==> src/rtl/afpm_pkg.sv <==
// Shared types, FP16 constants and operand helpers for the FP16 log-multiplier
// sequencing controller.
package afpm_pkg;

    typedef enum logic [2:0] {
        ST_IDLE   = 3'd0,
        ST_HI     = 3'd1,
        ST_ISSUE  = 3'd2,
        ST_WAIT   = 3'd3,
        ST_OUT_LO = 3'd4,
        ST_OUT_HI = 3'd5
    } afpm_state_t;

    localparam logic [15:0] FP16_QNAN    = 16'h7E00;
    localparam logic [4:0]  FP16_EXP_MAX = 5'h1F;

    // True for +0 and -0 (magnitude bits all clear).
    function automatic logic fp16_is_zero(input logic [15:0] x);
        return (x[14:0] == 15'd0);
    endfunction

    // A zero operand lets us skip the multiplier, unless the other operand
    // is Inf/NaN: 0 x Inf must produce NaN, so those go to the core.
    function automatic logic fp16_zero_bypass(input logic [15:0] a,
                                              input logic [15:0] b);
        return (fp16_is_zero(a) && (b[14:10] != FP16_EXP_MAX)) ||
               (fp16_is_zero(b) && (a[14:10] != FP16_EXP_MAX));
    endfunction

endpackage

==> src/rtl/afpm_out_serializer.sv <==
// Result holding register and byte-serial output stage. The controller tells
// it which byte to present next cycle; the byte stays put while the consumer
// stalls because the controller keeps requesting the same byte.
module afpm_out_serializer (
    input  logic        clk,
    input  logic        rst,
    input  logic        load,
    input  logic [15:0] load_data,
    input  logic        emit_lo,
    input  logic        emit_hi,
    output logic        out_valid,
    output logic [7:0]  out_byte
);

    logic [15:0] result;

    // Capture the product (or bypass / timeout value) when the controller loads it.
    always_ff @(posedge clk or posedge rst) begin
        if (rst) begin
            result <= 16'h0000;
        end else if (load) begin
            result <= load_data;
        end
    end

    // Registered byte select; the low byte is forwarded from load_data on the
    // load cycle so it appears together with out_valid.
    always_ff @(posedge clk or posedge rst) begin
        if (rst) begin
            out_valid <= 1'b0;
            out_byte  <= 8'h00;
        end else begin
            out_valid <= emit_lo | emit_hi;
            if (emit_lo) begin
                out_byte <= load ? load_data[7:0] : result[7:0];
            end else if (emit_hi) begin
                out_byte <= result[15:8];
            end else begin
                out_byte <= 8'h00;
            end
        end
    end

endmodule

==> src/rtl/afpm_seq_ctrl.sv <==
// Sequencing controller for the FP16 logarithmic approximate multiplier:
// byte-serial operand assembly, multiply issue with zero bypass, bounded wait
// for completion and byte-serial result return.
//
// state     | meaning
// ----------+-----------------------------------------------------------
// ST_IDLE   | waiting for operand low bytes
// ST_HI     | low bytes held, waiting for operand high bytes
// ST_ISSUE  | operands complete; mul_start high unless zero bypass
// ST_WAIT   | waiting for mul_done, counting toward TIMEOUT
// ST_OUT_LO | presenting result[7:0] until accepted
// ST_OUT_HI | presenting result[15:8] until accepted
module afpm_seq_ctrl
    import afpm_pkg::*;
#(
    parameter int TIMEOUT = 15
) (
    input  logic        clk,
    input  logic        rst,
    input  logic        ena,
    input  logic        in_valid,
    input  logic [7:0]  a_byte,
    input  logic [7:0]  b_byte,
    output logic        mul_start,
    output logic [15:0] mul_a,
    output logic [15:0] mul_b,
    input  logic        mul_done,
    input  logic [15:0] mul_result,
    output logic        out_valid,
    output logic [7:0]  out_byte,
    input  logic        out_ready,
    output logic        busy,
    output logic        err
);

    localparam logic [7:0] TIMEOUT_CNT = 8'(TIMEOUT);

    afpm_state_t state, state_next;
    logic [7:0]  cnt, cnt_next, cnt_inc;
    logic [15:0] a_next, b_next;
    logic        start_next, err_next, busy_next;
    logic        load;
    logic [15:0] load_data;
    logic        emit_lo, emit_hi;
    logic        take_byte, accept;

    assign take_byte = ena & in_valid;
    assign accept    = out_valid & out_ready;
    assign cnt_inc   = cnt + 8'd1;

    // State, operand, counter and flag registers; mul_start and busy are
    // registered from next-state so they line up with the state they describe.
    always_ff @(posedge clk or posedge rst) begin
        if (rst) begin
            state     <= ST_IDLE;
            cnt       <= 8'd0;
            mul_a     <= 16'h0000;
            mul_b     <= 16'h0000;
            mul_start <= 1'b0;
            busy      <= 1'b0;
            err       <= 1'b0;
        end else begin
            state     <= state_next;
            cnt       <= cnt_next;
            mul_a     <= a_next;
            mul_b     <= b_next;
            mul_start <= start_next;
            busy      <= busy_next;
            err       <= err_next;
        end
    end

    // Next-state, operand assembly, timeout counting and result selection.
    always_comb begin
        state_next = state;
        cnt_next   = cnt;
        a_next     = mul_a;
        b_next     = mul_b;
        start_next = 1'b0;
        err_next   = err;
        load       = 1'b0;
        load_data  = 16'h0000;

        unique case (state)
            ST_IDLE: begin
                if (take_byte) begin
                    a_next[7:0] = a_byte;
                    b_next[7:0] = b_byte;
                    err_next    = 1'b0;
                    state_next  = ST_HI;
                end
            end
            ST_HI: begin
                if (take_byte) begin
                    a_next[15:8] = a_byte;
                    b_next[15:8] = b_byte;
                    // Decide the start pulse from the operands as they will be
                    // in ISSUE, so mul_start is high during ISSUE itself.
                    start_next   = !fp16_zero_bypass({a_byte, mul_a[7:0]},
                                                     {b_byte, mul_b[7:0]});
                    state_next   = ST_ISSUE;
                end
            end
            ST_ISSUE: begin
                if (fp16_zero_bypass(mul_a, mul_b)) begin
                    load       = 1'b1;
                    load_data  = {mul_a[15] ^ mul_b[15], 15'd0};
                    state_next = ST_OUT_LO;
                end else begin
                    cnt_next   = 8'd0;
                    state_next = ST_WAIT;
                end
            end
            ST_WAIT: begin
                if (mul_done) begin
                    load       = 1'b1;
                    load_data  = mul_result;
                    state_next = ST_OUT_LO;
                end else begin
                    cnt_next = cnt_inc;
                    if (cnt_inc == TIMEOUT_CNT) begin
                        load       = 1'b1;
                        load_data  = FP16_QNAN;
                        err_next   = 1'b1;
                        state_next = ST_OUT_LO;
                    end
                end
            end
            ST_OUT_LO: begin
                if (accept) begin
                    state_next = ST_OUT_HI;
                end
            end
            ST_OUT_HI: begin
                if (accept) begin
                    state_next = ST_IDLE;
                end
            end
            default: begin
                state_next = ST_IDLE;
            end
        endcase
    end

    assign emit_lo   = (state_next == ST_OUT_LO);
    assign emit_hi   = (state_next == ST_OUT_HI);
    assign busy_next = (state_next != ST_IDLE);

    afpm_out_serializer u_ser (
        .clk       (clk),
        .rst       (rst),
        .load      (load),
        .load_data (load_data),
        .emit_lo   (emit_lo),
        .emit_hi   (emit_hi),
        .out_valid (out_valid),
        .out_byte  (out_byte)
    );

endmodule

==> config.mk <==
export PLATFORM = sky130hd
export DESIGN_NAME = afpm_seq_ctrl
export DESIGN_NICKNAME = d
export VERILOG_FILES = /design/src/rtl/afpm_pkg.sv /design/src/rtl/afpm_out_serializer.sv /design/src/rtl/afpm_seq_ctrl.sv
export SDC_FILE = /design/constraint.sdc
export NUM_CORES = 1
export LEC_CHECK = 0
export CAP_MARGIN = 25
export CORE_MARGIN = 2
export CORE_UTILIZATION = 51
export CTS_BUF_LIST = sky130_fd_sc_hd__clkbuf_4 sky130_fd_sc_hd__clkbuf_8
export DETAILED_ROUTE_END_ITERATION = 12
export PLACE_DENSITY_LB_ADDON = 0.15
export SLEW_MARGIN = 20
export SYNTH_ARGS = -nofsm -noshare
export SYNTH_HDL_FRONTEND = slang
export SYNTH_SLANG_ARGS = --single-unit
==> constraint.sdc <==
create_clock -name clk -period 2.4 [get_ports clk]
set_input_delay 0.24 -clock clk [delete_from_list [all_inputs] [get_ports clk]]
set_output_delay 0.24 -clock clk [all_outputs]
set_load 0.03 [all_outputs]
==> impl_metrics.ini, run 1 <==
[sta]
worst_slack_ns = 0.2021
fin_crit_ns = 2.198
fin_worst_skew_ns = 0.02212
grt_setup_unrepaired = no
max_freq_mhz = 455.0
tns_ns = 0
tightest_slew_ns = 0.5563
slew_violations = 0
setup_viol = 0
hold_viol = 0
fin_crit_sh = 0.9158
relSlewSlack = 0.6279

[setup_path]
critical_path_required_ns = 2.64
crit_arrival_ns = 2.43
path_class = reg2reg
crit_fanout = 10
worst_setup_path_start_kind = flop
cpPeakStageDelay_ns = 0.62
crit_path_end_kind = flop
cp_slowest_cell = dfrtp_1
crit_path_cell_trace = or3b_1 > nor3_2 > a211oi_4 > and2_4 > mux2_4

[clocking]
clk_path_buf_depth = 2
cts_resized = 0
cts_tree = built
cts.clk_slew.worst_paths_ns = 0.09
clock-sinks = 71
clkLatencyLatePin_ns = 0.35
cts-buffers-inserted = 9
cts-root-buf = clkbuf_8
cts_hold_buf = 0
postCtsSetupBuffers = 0
htreeDepth = 3

[die]
core_area_mm2 = 0.006314
die_w_um = 84.36
initial_core_util = 0.5216
dieArea_mm2 = 0.007116
boundaryPins = 82
num_rows = 29
fp.dieH_um = 84.36

[place]
place_ws_ns = 0.2518
placed_area_mm2 = 0.004217
dp.cells = 430
globalplace.congestion = 0.8372
hpwl_um = 5395
portBuffers = 81

[synth]
ys_seq_area_frac = 0.5395
synth_warnings = 0
yosysTopAreaCell = dfrtp_1
netlist_area_mm2 = 0.003293
synth_edf_count = 0
ys_types = 52
synth_cells = 273
syn-num-nets = 313
syn_area_per_cell_um2 = 12.06
async_reset_ff_frac = 1.000
synth_area_leaders = dfrtp_1, mux2_2, o31ai_2, nand2_1, a32oi_1
netlist.area_leader.share = 0.5395
ys_ff_latch = 71
ys.flop_type = dfrtp_1

[pwr]
p_seq_frac = 0.379
comb_power_share = 0.457
power_density_mw_per_mm2 = 1270
p_total_w = 0.005598
intPower_w = 0.003293
ir_drop_mv = 0.9405
clkPwrFrac = 0.164
swShare = 0.4118
p_switching_w = 0.002305
p_leak_nw = 1.862

[global_routing]
grt_start_max_net_pins = 72
antenna_found_initial = 0
overflow = 0
grt_pass1_vias = 2654
grt_use_total = 0.2325
grt_pass1_wl_um = 13110

[finish]
drive_gt1_frac = 0.2331
nNetsFinal = 404
final_cell_area_mm2 = 0.004407
area_delta_synth_final_pct = 33.81
finalNonFillerCells = 446
antenna_cells = 0

[flow_run]
cap_violations = 0

[routing]
dr.first_iter.drc_count = 216
drtAntennaViolNets = 0
vias = 2564
vias_per_cell = 5.749
drc = 0
firstDrtPassIters = 4
wl_per_cell_um = 17.52
wl_um = 7816

[run_status]
status = finished, final reports clean

[worst_hold_path]
hold_class = in2async
-- path summary, 6_finish.rpt --
kind                            startpoint           endpoint  slack, ns  cells past startpoint
max                               state[0]   u_ser.result[15]       0.20                      5
min                                    rst  u_ser.out_byte[4]       0.27                      3
max in group asynchronous              rst             cnt[1]       1.81                      3
max reg2reg                       state[0]   u_ser.result[15]       0.20                      5
min reg2reg                u_ser.result[9]  u_ser.out_byte[1]       0.50                      2
min in group clk           u_ser.result[9]  u_ser.out_byte[1]       0.50                      2
-- kinds of logic (layout without fill, tap and decap cells) --
kind of cell / after synthesis / count (layout) / share of synthesized area
adder cells (fa/ha/maj): 2 / 2 / 0.007598
XOR/XNOR: 5 / 5 / 0.01330
flip-flops: 71 / 71 / 0.5395
buffers and inverters: 21 / 117 / 0.03229
AND/OR/NAND/NOR: 84 / 84 / 0.1524
multiplexers: 33 / 33 / 0.1140
AO/OA/AOI/OAI: 57 / 57 / 0.1410
-- cell usage after synthesis (2+ instances only) --
| cell type | n |
|---|---|
| nor4_1 | 5 |
| nor2_2 | 2 |
| xor2_1 | 2 |
| nor3_1 | 7 |
| nand4_1 | 5 |
| o31ai_2 | 8 |
| nand2_1 | 26 |
| clkbuf_1 | 3 |
| mux2_2 | 32 |
| nor2_1 | 10 |
| o21ai_0 | 13 |
| a21oi_1 | 6 |
| o211ai_1 | 2 |
| a31oi_1 | 5 |
| nand3_1 | 5 |
| a31o_2 | 2 |
| ha_1 | 2 |
| dfrtp_1 | 71 |
| inv_1 | 13 |
| a221o_1 | 6 |
| and3_1 | 3 |
| buf_6 | 3 |
| xnor2_1 | 3 |
| a32oi_1 | 8 |
| nor4_2 | 4 |
-- critical path, delay by kind of cell, from the launching register on --
kind | cells | cell delay [ns]
AND/OR/NAND/NOR | 3 | 0.64
flip-flops | 1 | 0.62
AO/OA/AOI/OAI | 1 | 0.52
multiplexers | 1 | 0.30
-- layout by cell type (no fill, tap or decap), drive strengths merged, types with 2 or more instances in the layout --
cell / count
clkdlybuf4s50: 81
dfrtp: 71
mux2: 33
nand2: 27
inv: 15
o21ai: 13
nor2: 12
clkbuf: 11
o31ai: 9
nor4: 9
a32oi: 8
nor3: 8
buf: 7
nand3: 7
a21oi: 6
a221o: 6
nand4: 5
a31oi: 5
and3: 4
xnor2: 3
o211ai: 2
a31o: 2
xor2: 2
ha: 2
nor3b: 2
a211oi: 2
and2: 2
clkinv: 2
-- final cells by class --
| cell class | instances | area, µm² |
|---|---|---|
| fillers | 509 | 1907 |
| flip-flops and latches | 71 | 1777 |
| multi-input cells | 181 | 1419 |
| repair buffers | 88 | 875.8 |
| clock buffers | 11 | 151.4 |
| well taps | 77 | 96.34 |
| inverters | 13 | 48.80 |
| clock inverters | 5 | 38.79 |
-- sequential cells by signal, indices dropped and copies added (netlist names) --
name,flops
busy,1
cnt,8
u_ser.result,16
mul_a,16
mul_start,1
mul_b,16
state,3
u_ser.out_valid,1
err,1
u_ser.out_byte,8
-- through the flow --
| stage | hold slack [ns] | util |
|---|---|---|
| floorplan | 0.3799 | - |
| global placement | 0.4679 | 0.6679 |
| detailed placement | 0.4725 | 0.6679 |
| CTS | 0.2932 | 0.6980 |
| global route | 0.3148 | 0.6980 |
| finish | 0.2706 | 0.6980 |
-- power by group through the flow --
stage               sequential (W)  clock (W)  combinational (W)
finish                     0.00212   0.000920            0.00256
global route               0.00220   0.000983            0.00272
CTS                        0.00212   0.000925            0.00258
detailed placement         0.00214          0            0.00256
global placement           0.00212          0            0.00252
floorplan                  0.00265          0            0.00103
-- metal layers --
metal / share of wire / vias to the layer above / wire [µm] / global-route usage
li1: - / 1198 / - / -
met1: 0.43 / 1292 / 3350 / 0.3047
met2: 0.51 / 65 / 3956 / 0.3802
met3: 0.050 / 9 / 393 / 0.05605
met4: 0.015 / 0 / 116 / 0.08369
met5: 0 / - / 0 / 0
Note: power is estimated with default switching activity, not from simulation.
==> inputs of run 2 (changes only) <==
--- a/config.mk
+++ b/config.mk
@@ -10,6 +10,7 @@
 export CORE_UTILIZATION = 51
 export CTS_BUF_LIST = sky130_fd_sc_hd__clkbuf_4 sky130_fd_sc_hd__clkbuf_8
 export DETAILED_ROUTE_END_ITERATION = 12
+export GPL_TIMING_DRIVEN = 0
 export PLACE_DENSITY_LB_ADDON = 0.15
 export SLEW_MARGIN = 20
 export SYNTH_ARGS = -nofsm -noshare
==> impl_metrics.ini, run 2 (same netlist as run 1, synthesis figures left out) <==
[sta]
relSlewSlack = 0.3343
worst_slack_ns = 0.1176
grt_setup_unrepaired = yes
hold_viol = 0
fin_worst_skew_ns = 0.009526
fin_crit_ns = 2.282
tns_ns = 0
fin_crit_sh = 0.9510
setup_viol = 0
max_freq_mhz = 438.1
worst_hold_slack_ns = 0.1651
slew_violations = 0
tightest_slew_ns = 0.9903

[pwr]
p_leak_nw = 1.883
ir_drop_mv = 0.8431
p_total_w = 0.005796
power_density_mw_per_mm2 = 1300

[global_routing]
grt_start_max_net_pins = 58
grt_pass1_wl_um = 13160
antenna_found_initial = 0
grt_use_total = 0.2360
grt_pass1_vias = 2693
overflow = 0

[setup_path]
path_class = reg2reg
crit_fanout = 10
critical_path_required_ns = 2.65
r2r-end = u_ser.out_byte[4]
crit_arrival_ns = 2.53
crit_path_end_kind = flop
r2r_cells = 5
r2r_slack_ns = 0.12
worst_setup_path_start_kind = flop
r2r-start = state[2]

[die]
initial_core_util = 0.5216
core_area_mm2 = 0.006314
boundaryPins = 82
num_rows = 29
fp.dieH_um = 84.36
dieArea_mm2 = 0.007116
die_w_um = 84.36

[clocking]
cts-buffers-inserted = 9
clk_path_buf_depth = 2
clkLatencyLatePin_ns = 0.35
cts-root-buf = clkbuf_8
postCtsSetupBuffers = 0
cts_resized = 0
cts_tree = built
cts.clk_slew.worst_paths_ns = 0.08
clock-sinks = 71
htreeDepth = 3

[routing]
drc = 0
dr.first_iter.drc_count = 132
vias_per_cell = 5.911
firstDrtPassIters = 4
wl_per_cell_um = 17.89
wl_um = 8015
vias = 2648
drtAntennaViolNets = 0

[finish]
drive_gt1_frac = 0.2291
mostFrequentLayoutCell = clkdlybuf4s50_1
antenna_cells = 0
nNetsFinal = 406
reg_top3 = mul_a: 16 flops, mul_b: 16 flops, u_ser.result: 16 flops
area_delta_synth_final_pct = 35.33
fill_cells = 485
layout_common_cells = clkdlybuf4s50_1, dfrtp_1, mux2_2, nand2_1, o21ai_0
utilization = 0.7059

[place]
portBuffers = 81
globalplace.congestion = 0.8204
place_ws_ns = -0.1645
hpwl_um = 5652

[flow_run]
cap_violations = 0

[worst_hold_path]
hold_class = in2async

[run_status]
status = finished, final reports clean
run 2: changes by cell type in the layout (fill, tap and decap cells not counted), sizes merged:
cell,change
buf,-1
bufinv,+2
clkbuf,+3
inv,-2
run 2: area by class of cell:
class	instances	area [µm²]	area share
Clock inverter	5	81.33	0.01825
Clock buffer	11	145.1	0.03257
Buffer	8	57.56	0.01291
Tap cell	77	96.34	0.02162
Multi-Input combinational cell	181	1410	0.3164
Inverter	13	51.30	0.01151
Timing Repair Buffer	82	838.3	0.1881
Sequential cell	71	1777	0.3987
run 2: metrics by stage:
stage,cells,area [µm²]
final,448,4457
after global routing,448,4457
after CTS,448,4457
after detailed placement,432,4230
after global placement,431,4200
after floorplan,273,3293
run 2: per-layer routing:
layer  global-route usage  routed length, µm  vias to the layer above
li1                     -                  -                     1208
met4              0.09812                161                        0
met5                    0                  0                        -
met1               0.2885               3272                     1341
met2               0.3954               4108                       82
met3              0.06686                472                       17
run 2: what timing repair did:
item,4_1_cts,5_1_grt
hold buffers,0,0
hold endpoints to repair,0,0
setup endpoints to repair,0,4
run 2: worst max-delay path by stage:
| stage | startpoint | endpoint | slack, ns | cells past startpoint |
|---|---|---|---|---|
| finish | state[2] | u_ser.out_byte[4] | 0.12 | 5 |
| global route | state[1] | mul_a[1] | -0.006 | 4 |
| CTS | state[1] | mul_a[1] | 0.09 | 4 |
| detailed placement | in_valid | mul_a[1] | -0.16 | 5 |
| global placement | rst | cnt[6] | -0.79 | 2 |
| floorplan | mul_b[12] | u_ser.result[15] | 0.33 | 7 |
run 2: worst max-delay path: stages (launching register included):
cell      delay, ns
dfrtp_1        0.47
nand3b_1       0.37
nor2_2         0.46
clkbuf_1       0.44
a32oi_1        0.18
o31ai_2        0.27
run 2: report_power, final:
group | switching, W | internal, W
combinational | 0.00144 | 0.00119
sequential | 0.000393 | 0.00169
clock | 0.000456 | 0.000625
total | 0.00229 | 0.00350
